--- src/rtl/rom_arb_pkg.sv ---
// Shared constants and state types for the ROM read-port arbiter.
package rom_arb_pkg;

    localparam logic [1:0] ARB_NONE = 2'd0;
    localparam logic [1:0] ARB_I    = 2'd1;
    localparam logic [1:0] ARB_D    = 2'd2;

    localparam int unsigned RSP_LATENCY = 1;

    typedef enum logic {
        WIN_I = 1'b0,
        WIN_D = 1'b1
    } winner_e;

    typedef enum logic [1:0] {
        RSP_NONE = ARB_NONE,
        RSP_I    = ARB_I,
        RSP_D    = ARB_D
    } rsp_owner_e;

endpackage

--- src/rtl/rom_arb_pick.sv ---
// Combinational two-way picker for the ROM arbiter.
// ROM_ARB_RR_EN selects round-robin; otherwise D has fixed priority.
module rom_arb_pick
    import rom_arb_pkg::*;
(
    input  logic    req_i,
    input  logic    req_d,
    input  winner_e last_winner,
    output logic    gnt_i,
    output logic    gnt_d
);

    always_comb begin
        gnt_i = req_i;
        gnt_d = req_d;
        if (req_i && req_d) begin
`ifdef ROM_ARB_RR_EN
            gnt_i = (last_winner == WIN_D);
            gnt_d = (last_winner == WIN_I);
`else
            // Loads win conflicts so a stalled pipeline unblocks first.
            gnt_i = 1'b0;
            gnt_d = 1'b1;
`endif
        end
    end

`ifndef ROM_ARB_RR_EN
    logic unused_last_winner;
    assign unused_last_winner = last_winner;
`endif

endmodule

--- src/rtl/rom_port_arbiter.sv ---
// Shares one async ROM read port between instruction fetch (I) and data load (D).
// Arbitration policy set by ROM_ARB_RR_EN (round-robin) or fixed D priority when undefined.
module rom_port_arbiter
    import rom_arb_pkg::*;
#(
    parameter int ADDR_WIDTH = 12
) (
    input  logic                  clk,
    input  logic                  rst,
    input  logic                  i_req,
    input  logic [ADDR_WIDTH-1:0] i_addr,
    output logic                  i_gnt,
    output logic                  i_rvalid,
    output logic [31:0]           i_rdata,
    input  logic                  d_req,
    input  logic [ADDR_WIDTH-1:0] d_addr,
    output logic                  d_gnt,
    output logic                  d_rvalid,
    output logic [31:0]           d_rdata,
    output logic [ADDR_WIDTH-1:0] rom_addr,
    input  logic [31:0]           rom_rdata
);

    winner_e    last_winner;
    rsp_owner_e rsp_owner;
    logic       req_i_live;
    logic       req_d_live;

    assign req_i_live = i_req & ~rst;
    assign req_d_live = d_req & ~rst;

    rom_arb_pick u_pick (
        .req_i       (req_i_live),
        .req_d       (req_d_live),
        .last_winner (last_winner),
        .gnt_i       (i_gnt),
        .gnt_d       (d_gnt)
    );

    assign rom_addr = d_gnt ? d_addr : i_addr;

    always_ff @(posedge clk) begin
        if (rst) begin
            last_winner <= WIN_D;
            rsp_owner   <= RSP_NONE;
            i_rdata     <= '0;
            d_rdata     <= '0;
        end else begin
            rsp_owner <= RSP_NONE;
            if (i_gnt) begin
                rsp_owner   <= RSP_I;
                i_rdata     <= rom_rdata;
                last_winner <= WIN_I;
            end else if (d_gnt) begin
                rsp_owner   <= RSP_D;
                d_rdata     <= rom_rdata;
                last_winner <= WIN_D;
            end
        end
    end

    // rst masks rvalid immediately so a response pending across reset is dropped.
    assign i_rvalid = (rsp_owner == RSP_I) && !rst;
    assign d_rvalid = (rsp_owner == RSP_D) && !rst;

endmodule

--- config.mk ---
export PLATFORM = sky130hd
export DESIGN_NAME = rom_port_arbiter
export DESIGN_NICKNAME = d
export VERILOG_FILES = /design/src/rtl/rom_arb_pkg.sv /design/src/rtl/rom_arb_pick.sv /design/src/rtl/rom_port_arbiter.sv
export SDC_FILE = /design/constraint.sdc
export NUM_CORES = 1
export LEC_CHECK = 0
export ABC_AREA = 1
export CAP_MARGIN = 5
export CORE_MARGIN = 4
export CORE_UTILIZATION = 36
export CTS_BUF_LIST = sky130_fd_sc_hd__clkbuf_4 sky130_fd_sc_hd__clkbuf_8
export CTS_CLUSTER_SIZE = 12
export DETAILED_ROUTE_END_ITERATION = 16
export HOLD_SLACK_MARGIN = 0.05
export PLACE_DENSITY = 0.82
export SETUP_SLACK_MARGIN = 0.02
export SKIP_LAST_GASP = 1
export SLEW_MARGIN = 20
export SYNTH_ARGS = -nofsm -noshare
export SYNTH_HDL_FRONTEND = slang
export SYNTH_SLANG_ARGS = --single-unit
--- constraint.sdc ---
create_clock -name clk -period 0.87 [get_ports clk]
set_clock_uncertainty 0.15 [all_clocks]
set_input_delay 0.087 -clock clk [delete_from_list [all_inputs] [get_ports clk]]
set_output_delay 0.087 -clock clk [all_outputs]
set_load 0.01 [all_outputs]
# Yosys cells after proc, flatten, opt, wreduce, memory -nomap -nowiden
# Index checks and enable logic that the tools add are counted.
# op_classes
bitwise	4
addsub	0
eq_ne	2
n_div	0
shift	0
n_reduce_logical	6
n_lt_le_gt_ge	0
muxes	5
n_mul	0
# ops
op	count
$mux W12	1
$logic_and A1 B1 Y1	3
$mux W1	3
$and A1 B1 Y1	2
$eq A2 B1 Y1 const B	1
$eq A2 B2 Y1 const B	1
$mux W2	1
$not A1 Y1	2
$reduce_and A2 Y1	1
$reduce_or A2 Y1	1
$logic_not A1 Y1	1
# totals
output_inout_bits	80
mem_bits_ro	0
ramBits	0
latch_bits	0
wordCells	21
register_bits	66
mem_count	0
inputBits	60

# Depth between registers and ports, before layout
# depth
word_depth	6
mapped_depth	6

# Cells and area by module
# From an unflattened synthesis, not the netlist that was laid out.
# unflattened
cells_unflattened	369
hier_area_um2	2586.2
# modules_own_cells
mod	cells_each	n_inst	area_per_inst_um2
rom_port_arbiter	366	1	2575.0
rom_arb_pick	3	1	11.3

# Worst setup path before layout
# No wires, ideal clock.
# synth_timing
path_kind	input -> output
from	input port rst
to	output port rom_addr[1]
slack_ns	-0.020
required_time_ns	0.633
stages	6
n_path_buf	1
t_arrival_ns	0.653
cell_sequence	inv_2 nand2_1 inv_2 buf_4 nand2_1 nand2_1
# synth_via
elab_chain_len	5
elab_cells_between_ends	6
classes_between	2 x mux; 3 x bitwise; 1 x reduce/logical
# synth_lines
element	line	rtl
start: declaration	rom_port_arbiter.sv:9	input logic rst,
$not A1 Y1 (*)	rom_port_arbiter.sv:29, rom_port_arbiter.sv:30	
$and A1 B1 Y1, on equally long branches	rom_port_arbiter.sv:29, rom_port_arbiter.sv:30	
$logic_and A1 B1 Y1	rom_arb_pick.sv:16	if (req_i && req_d) begin
$mux W1 (*)	rom_arb_pick.sv:16	
via d_gnt	rom_port_arbiter.sv:17	output logic d_gnt,
$mux W12 (*)	rom_port_arbiter.sv:40	assign rom_addr = d_gnt ? d_addr : i_addr;
end: declaration	rom_port_arbiter.sv:20	output logic [ADDR_WIDTH-1:0] rom_addr,
# The timed path passes the listed nets; every way through them passes the cells marked *.

# Worst setup path after layout
# layout_timing
from	register rsp_owner[1]
to	output port i_rvalid
# layout_via
elab_chain_len	2
# layout_lines
element	line	rtl
start: declaration	rom_port_arbiter.sv:25	rsp_owner_e rsp_owner;
start signal: assignment	rom_port_arbiter.sv:45	rsp_owner <= RSP_NONE;
start signal: assignment	rom_port_arbiter.sv:49	rsp_owner <= RSP_NONE;
start signal: assignment	rom_port_arbiter.sv:51	rsp_owner <= RSP_I;
$eq A2 B1 Y1	rom_port_arbiter.sv:63	assign i_rvalid = (rsp_owner == RSP_I) && !rst;
$logic_and A1 B1 Y1	rom_port_arbiter.sv:63	
end: declaration	rom_port_arbiter.sv:13	output logic i_rvalid,
# No other way between the ends.

==> impl_metrics.py <==
metrics = {
    "timing": {
        "fin_crit_sh_pct": 138,
        "drv_slew": 0,
        "fmax_ghz": 0.831,
        "rsz0062_at_grt": "yes",
        "worst_pin_slew_ns": 0.366,
        "finalCriticalPeriod_ns": 1.20,
        "hold_viol": 0,
        "setup_viol": 78,
        "fin_ws_ns": -0.333,
        "slew_headroom_pct": 75.6,
    },
    "pwr": {
        "clkPwrFrac_pct": 35.3,
        "ir_worst_vdd_mv": 0.928,
        "pwr-share-comb_pct": 19.7,
        "p_per_area_nw_per_um2": 1640,
        "power.internal_w": 0.00549,
        "power_frac_seq_pct": 45.0,
        "p_sw_share_pct": 26.5,
        "power_switching_w": 0.00198,
        "leakagePower_nw": 2.18,
    },
    "routing": {
        "drt_iter0_markers": 127,
        "wl_met2_microns": 4510,
        "drc": 0,
        "via_count": 2914,
        "route.detailed.wl_per_inst_microns": 15.4,
        "wirelength_met1_microns": 3620,
        "dr.pass1.iters": 4,
        "top_layer_used": "met4",
        "wl_microns": 8940,
        "post_drt_via_cell_ratio": 5.01,
        "dr_wl_met3_microns": 687,
        "final_antenna_net_count": 0,
    },
    "die": {
        "core.rowCount": 30,
        "die_area_sq_um": 8430,
        "start_util_pct": 37.2,
        "die_x_microns": 91.8,
        "core-area_sq_um": 6790,
        "pin_count": 140,
        "die_h_microns": 91.8,
    },
    "min_path": {
        "hold_depth": 4,
        "hold_class": "in -> reg",
    },
    "clocking": {
        "htree_levels": 3,
        "path_clk_slew_ns": 0.07,
        "cts_tree": "done",
        "clockBufferDepth": 2,
        "root_buffer": "clkbuf_8",
        "clock_sinks": 66,
        "cts_buffers": 9,
        "clk_latency_ns": 0.33,
    },
    "yosys": {
        "yosysTopAreaCell": "dfxtp_1",
        "synthArstFlopShare_pct": 0,
        "synthesis.nets": 395,
        "synthTopCellsByArea": "dfxtp_1 52%, nand2_1 10%, nor2_1 10%, nand4_1 7.9%, nand3_1 6.3%",
        "synth_cell_types": 14,
        "synth_compound_area_share_pct": 6.34,
        "synth-seq-cells": 66,
        "muxShareOfSynthArea_pct": 0,
        "synth_area_sq_um": 2530,
        "synth_cells": 335,
        "yosys.area_share.simple_pct": 35.0,
        "synth.avg_cell_area_sq_um": 7.54,
        "synthTopCellsByCount": "70 x nand2_1, 67 x nor2_1, 66 x dfxtp_1",
        "synth_top_flop_cell": "dfxtp_1",
        "yosys_warnings": 0,
        "synth_most_common_cell": "nand2_1",
        "synth_seq_area_share_pct": 52.3,
        "synth_edf_count": 0,
        "synthXorXnorAreaFrac_pct": 0,
        "synthDominantCellAreaShare_pct": 52.3,
        "synth_top_family_by_area": "simple AND/OR/NAND/NOR gates",
        "synth_fa_ha_area_share_pct": 0,
    },
    "grt": {
        "overflow": 0,
        "grt_usage_pct": 20.0,
        "grt_start_max_net_pins": 57,
        "antenna_found_initial": 0,
        "grt_first_pass_wirelength_microns": 13800,
        "first_global_vias": 2836,
    },
    "layout": {
        "fin_area_sq_um": 4560,
        "final_layout_size_suffix_gt1_share_pct": 45.1,
        "multi_input_area_sq_um": 1160,
        "synthToLayoutAreaGrowth_pct": 80.5,
        "finalNetCount": 541,
        "seqCellArea_sq_um": 1400,
        "insertedDiodeCount": 0,
        "fill_cells": 552,
    },
    "worst_setup_path": {
        "critPathRequiredTime_ns": 0.63,
        "rr_worst_depth": 3,
        "cp.arrival_ns": 0.97,
        "path_class": "reg -> out",
        "endpoint_kind": "output pin",
        "setup.worst_path.start_class": "flop",
        "path_max_fanout": 2,
    },
    "place": {
        "place_area_sq_um": 4020,
        "dp_hpwl_microns": 5680,
        "globalplace.congestion": 0.804,
        "dp_slack_ns": -0.996,
        "port_buffers": 139,
    },
    "outcome": {
        "status": "finished with violations",
        "violations": "setup timing",
    },
    "flow_run": {
        "cap_violations": 0,
    },
}
-- cells by family (layout without fill, tap and decap cells) --
group | after synthesis | in the layout
buffers and inverters | 34 | 185
AND/OR/NAND/NOR | 203 | 203
flip-flops | 66 | 66
AO/OA/AOI/OAI | 32 | 32
-- critical path: stages (launching register included) --
cell	delay, ns
dfxtp_1	0.31
inv_2	0.05
nand2_1	0.04
nor2_1	0.09
buf_2	0.14
-- per-stage QoR --
stage          instances  power [W]  setup TNS, ns  hold slack, ns  utilization, %
5_1_grt              582    0.00781         -12.61           0.114            67.1
3_3_place_gp         556    0.00469         -72.69           0.308            59.1
4_1_cts              577    0.00742         -11.21           0.132            64.6
2_1_floorplan        335    0.00386              0         0.00938               -
6_report             582    0.00747         -10.26          0.0882            67.1
3_5_place_dp         556    0.00471         -75.09           0.311            59.1
-- state kept, by name, summed over array words and instances (netlist names) --
signal / cells
rsp_owner: 2
i_rdata: 32
d_rdata: 32
-- routing by layer --
metal  track usage, %  vias up
met1             22.7     1378
li1                 -     1407
met2             35.7      117
met3             6.32       12
met5                0        -
met4             6.06        0
-- power groups by stage --
| stage | clock (W) | sequential [W] | combinational, W |
|---|---|---|---|
| after CTS | 0.00270 | 0.00336 | 0.00137 |
| final | 0.00264 | 0.00336 | 0.00147 |
| after floorplan | 0 | 0.00343 | 0.000426 |
| after global routing | 0.00284 | 0.00338 | 0.00158 |
| after global placement | 0 | 0.00335 | 0.00134 |
| after detailed placement | 0 | 0.00335 | 0.00136 |
-- layout by cell type (no fill, tap or decap), drive strengths merged --
master	synthesis	layout
nor3	1	1
inv	5	6
clkinvlp	0	1
clkdlybuf4s50	0	32
clkbuf	10	12
nand2	71	71
o21ai	32	32
dlygate4sd2	0	22
clkinv	0	3
dlymetal6s2s	0	2
nand4	32	32
buf	19	105
nand3	32	32
bufinv	0	1
nor2	67	67
dlymetal6s4s	0	1
dfxtp	66	66
-- worst paths after layout --
check                           start  slack, ns                        to
min reg2reg  i_rdata[25]$_SDFFE_PP0P_       0.33  i_rdata[25]$_SDFFE_PP0P_
min                             d_req       0.09   d_rdata[7]$_SDFFE_PP0P_
max reg2reg  d_rdata[21]$_SDFFE_PP0P_       0.01  d_rdata[21]$_SDFFE_PP0P_
max           rsp_owner[1]$_SDFF_PP0_      -0.33                  i_rvalid
-- final cells by class --
| cell class | instances | area share [%] |
|---|---|---|
| multi-input cells | 235 | 25.5 |
| repair buffers | 163 | 35.7 |
| flip-flops and latches | 66 | 30.7 |
| inverters | 5 | 0.741 |
| well taps | 96 | 2.63 |
| repair inverters | 1 | 0.247 |
| clock buffers | 11 | 3.32 |
| clock inverters | 5 | 1.15 |
-- repair_timing --
| action | 4_1_cts | 5_1_grt |
|---|---|---|
| endpoints found under the hold margin | 1 | 0 |
| buffers inserted | 2 | 6 |
| setup endpoints to repair | 146 | 143 |
| pin swaps | 22 | 19 |
| cloned | 2 | 0 |
| hold buffers | 1 | 0 |
| resized for setup | 510 | 48 |
Power figures use the tool's default switching activity.
==> RTL change: new RTL, config.mk and constraints unchanged <==
Set the parameter `ADDR_WIDTH` to 13 (it was 12).
--- a/src/rtl/rom_port_arbiter.sv
+++ b/src/rtl/rom_port_arbiter.sv
@@ -3,7 +3,7 @@
 module rom_port_arbiter
     import rom_arb_pkg::*;
 #(
-    parameter int ADDR_WIDTH = 12
+    parameter int ADDR_WIDTH = 13
 ) (
     input  logic                  clk,
     input  logic                  rst,
Interface: changed (resized d_addr, i_addr and rom_addr); port bits go from 140 to 143. The function was not compared with the original's and may differ.
==> RTL change against the unedited design <==
- the run ends with hold timing, setup timing left
- sequential cell count did not move
- synthesized area rose by 0.89%
- hold slack got worse by 0.19 ns
- critical endpoint is now d_rvalid
- worst setup slack improved by 0.0035 ns
- first-iteration DRC count fell by 0.79%
- largest cell class unchanged
- final area rose by 1.6%
- power rose by 0.35%
- combinational power rose by 3%
- routed wire length rose by 2.9%
==> RTL change: results (changes against the unedited design) <==
Logic synthesis
  – Yosys cell types: 15 (was 14)
  – Sequential element share of the synthesized area: 51.8% (was 52.3%)
  – Synth area leaders: dfxtp_1 (52%), nand2_1 (11%), nor2_1 (9.9%) (was dfxtp_1 (52%), nand2_1 (10%), nor2_1 (10%))
  – Most frequent cells after synthesis: nand2_1 (72), nor2_1 (67), dfxtp_1 (66) (was nand2_1 (70), nor2_1 (67), dfxtp_1 (66))
  – Post-Syn Nets: 400 (was 395)

Layout
  – Final nets: 546 (was 541)
  – Number of fillers in the final layout: 550 (was 552)
  – Share of layout cells above drive strength 1: 44.6% (was 45.1%)

Clock tree
  – Post-CTS Setup Repair Bufs: 3 (was 2)
  – Resize count post-CTS: 527 (was 510)

Placement
  – Dpl cells: 560 (was 556)
  – Final HPWL DP: 5820 um (was 5680 um)
  – Dpl cell area: 4050 um^2 (was 4020 um^2)
  – RD Place Congestion: 0.741 (was 0.804)
  – Count of buffers from port buffering: 142 (was 139)

STA
  – Hold_ws: -0.102 ns (was 0.0882 ns)
  – Final Hold Fails: 1 (was 0)
  – Endpoints failing setup: 79 (was 78)
  – Sum Neg Setup Slack: -10.74 ns (was -10.26 ns)
  – Post-route setup slack: -0.330 ns (was -0.333 ns)

Route
  – Drt wl/cell: 15.7 um (was 15.4 um)
  – Starting DRT DRC Count: 126 (was 127)
  – Vias/cell: 4.99 (was 5.01)

Worst hold path
  – Hold Path Depth: 3 (was 4)

Global routing
  – Largest net degree at the start of global routing: 39 (was 57)
  – First-pass GRT wire length: 14200 um (was 13800 um)

Power
  – Worst IR Drop VDD: 0.859 mV (was 0.928 mV)

Status
  – Outcome: finished with violations (unchanged)
  – Failing checks: hold timing, setup timing (was setup timing)
-- RTL change: layout make-up --
| type | instances | area (um^2) | share of cell area [%] |
|---|---|---|---|
| well taps | 96 | 120 | 2.59 |
| multi-input cells | 238 | 1190 | 25.8 |
| repair buffers | 164 | 1680 | 36.2 |
| clock inverters | 6 | 63.8 | 1.38 |
| clock buffers | 10 | 138 | 2.97 |
| inverters | 5 | 38.8 | 0.836 |
| flip-flops and latches | 66 | 1400 | 30.2 |
-- RTL change: critical path, cell delays in order (launching register included) --
cell and delay, ns:
dfxtp_2 0.33, nor3_2 0.15, buf_2 0.16
-- RTL change: path summary, 6_finish.rpt --
kind                start  slack [ns]           end
max          rsp_owner[0]       -0.33      d_rvalid
min                   rst       -0.10  rsp_owner[0]
max reg2reg   d_rdata[30]        0.03   d_rdata[30]
min reg2reg   i_rdata[12]        0.33   i_rdata[12]
-- RTL change: layer usage --
metal | routed length (um) | vias to the layer above | GRT usage (%) | part of all wire, %
met5 | 0 | - | 0 | 0
met4 | 142 | 0 | 7.80 | 1.5
met3 | 946 | 14 | 8.29 | 10
met2 | 4520 | 123 | 36.9 | 49
met1 | 3600 | 1369 | 22.4 | 39
li1 | - | 1411 | - | -
-- RTL change: cells by family after synthesis --
group                  Yosys count  share of synthesized area (%)
and+or+nand+nor                206                           35.3
AOI/OAI and AO/OA               32                           6.28
buffers and inverters           34                           6.62
DFF                             66                           51.8
-- RTL change: where the power goes --
group | switching [W] | internal [W]
combinational | 0.000701 | 0.000815
sequential | 0.000126 | 0.00324
clock | 0.00121 | 0.00140
-- RTL change: metrics by stage --
step,hold WS (ns),power (W)
4_1_cts,-0.113,0.00744
5_1_grt,-0.105,0.00782
2_1_floorplan,0.00938,0.00387
3_5_place_dp,0.314,0.00474
3_3_place_gp,0.309,0.00472
6_report,-0.102,0.00749
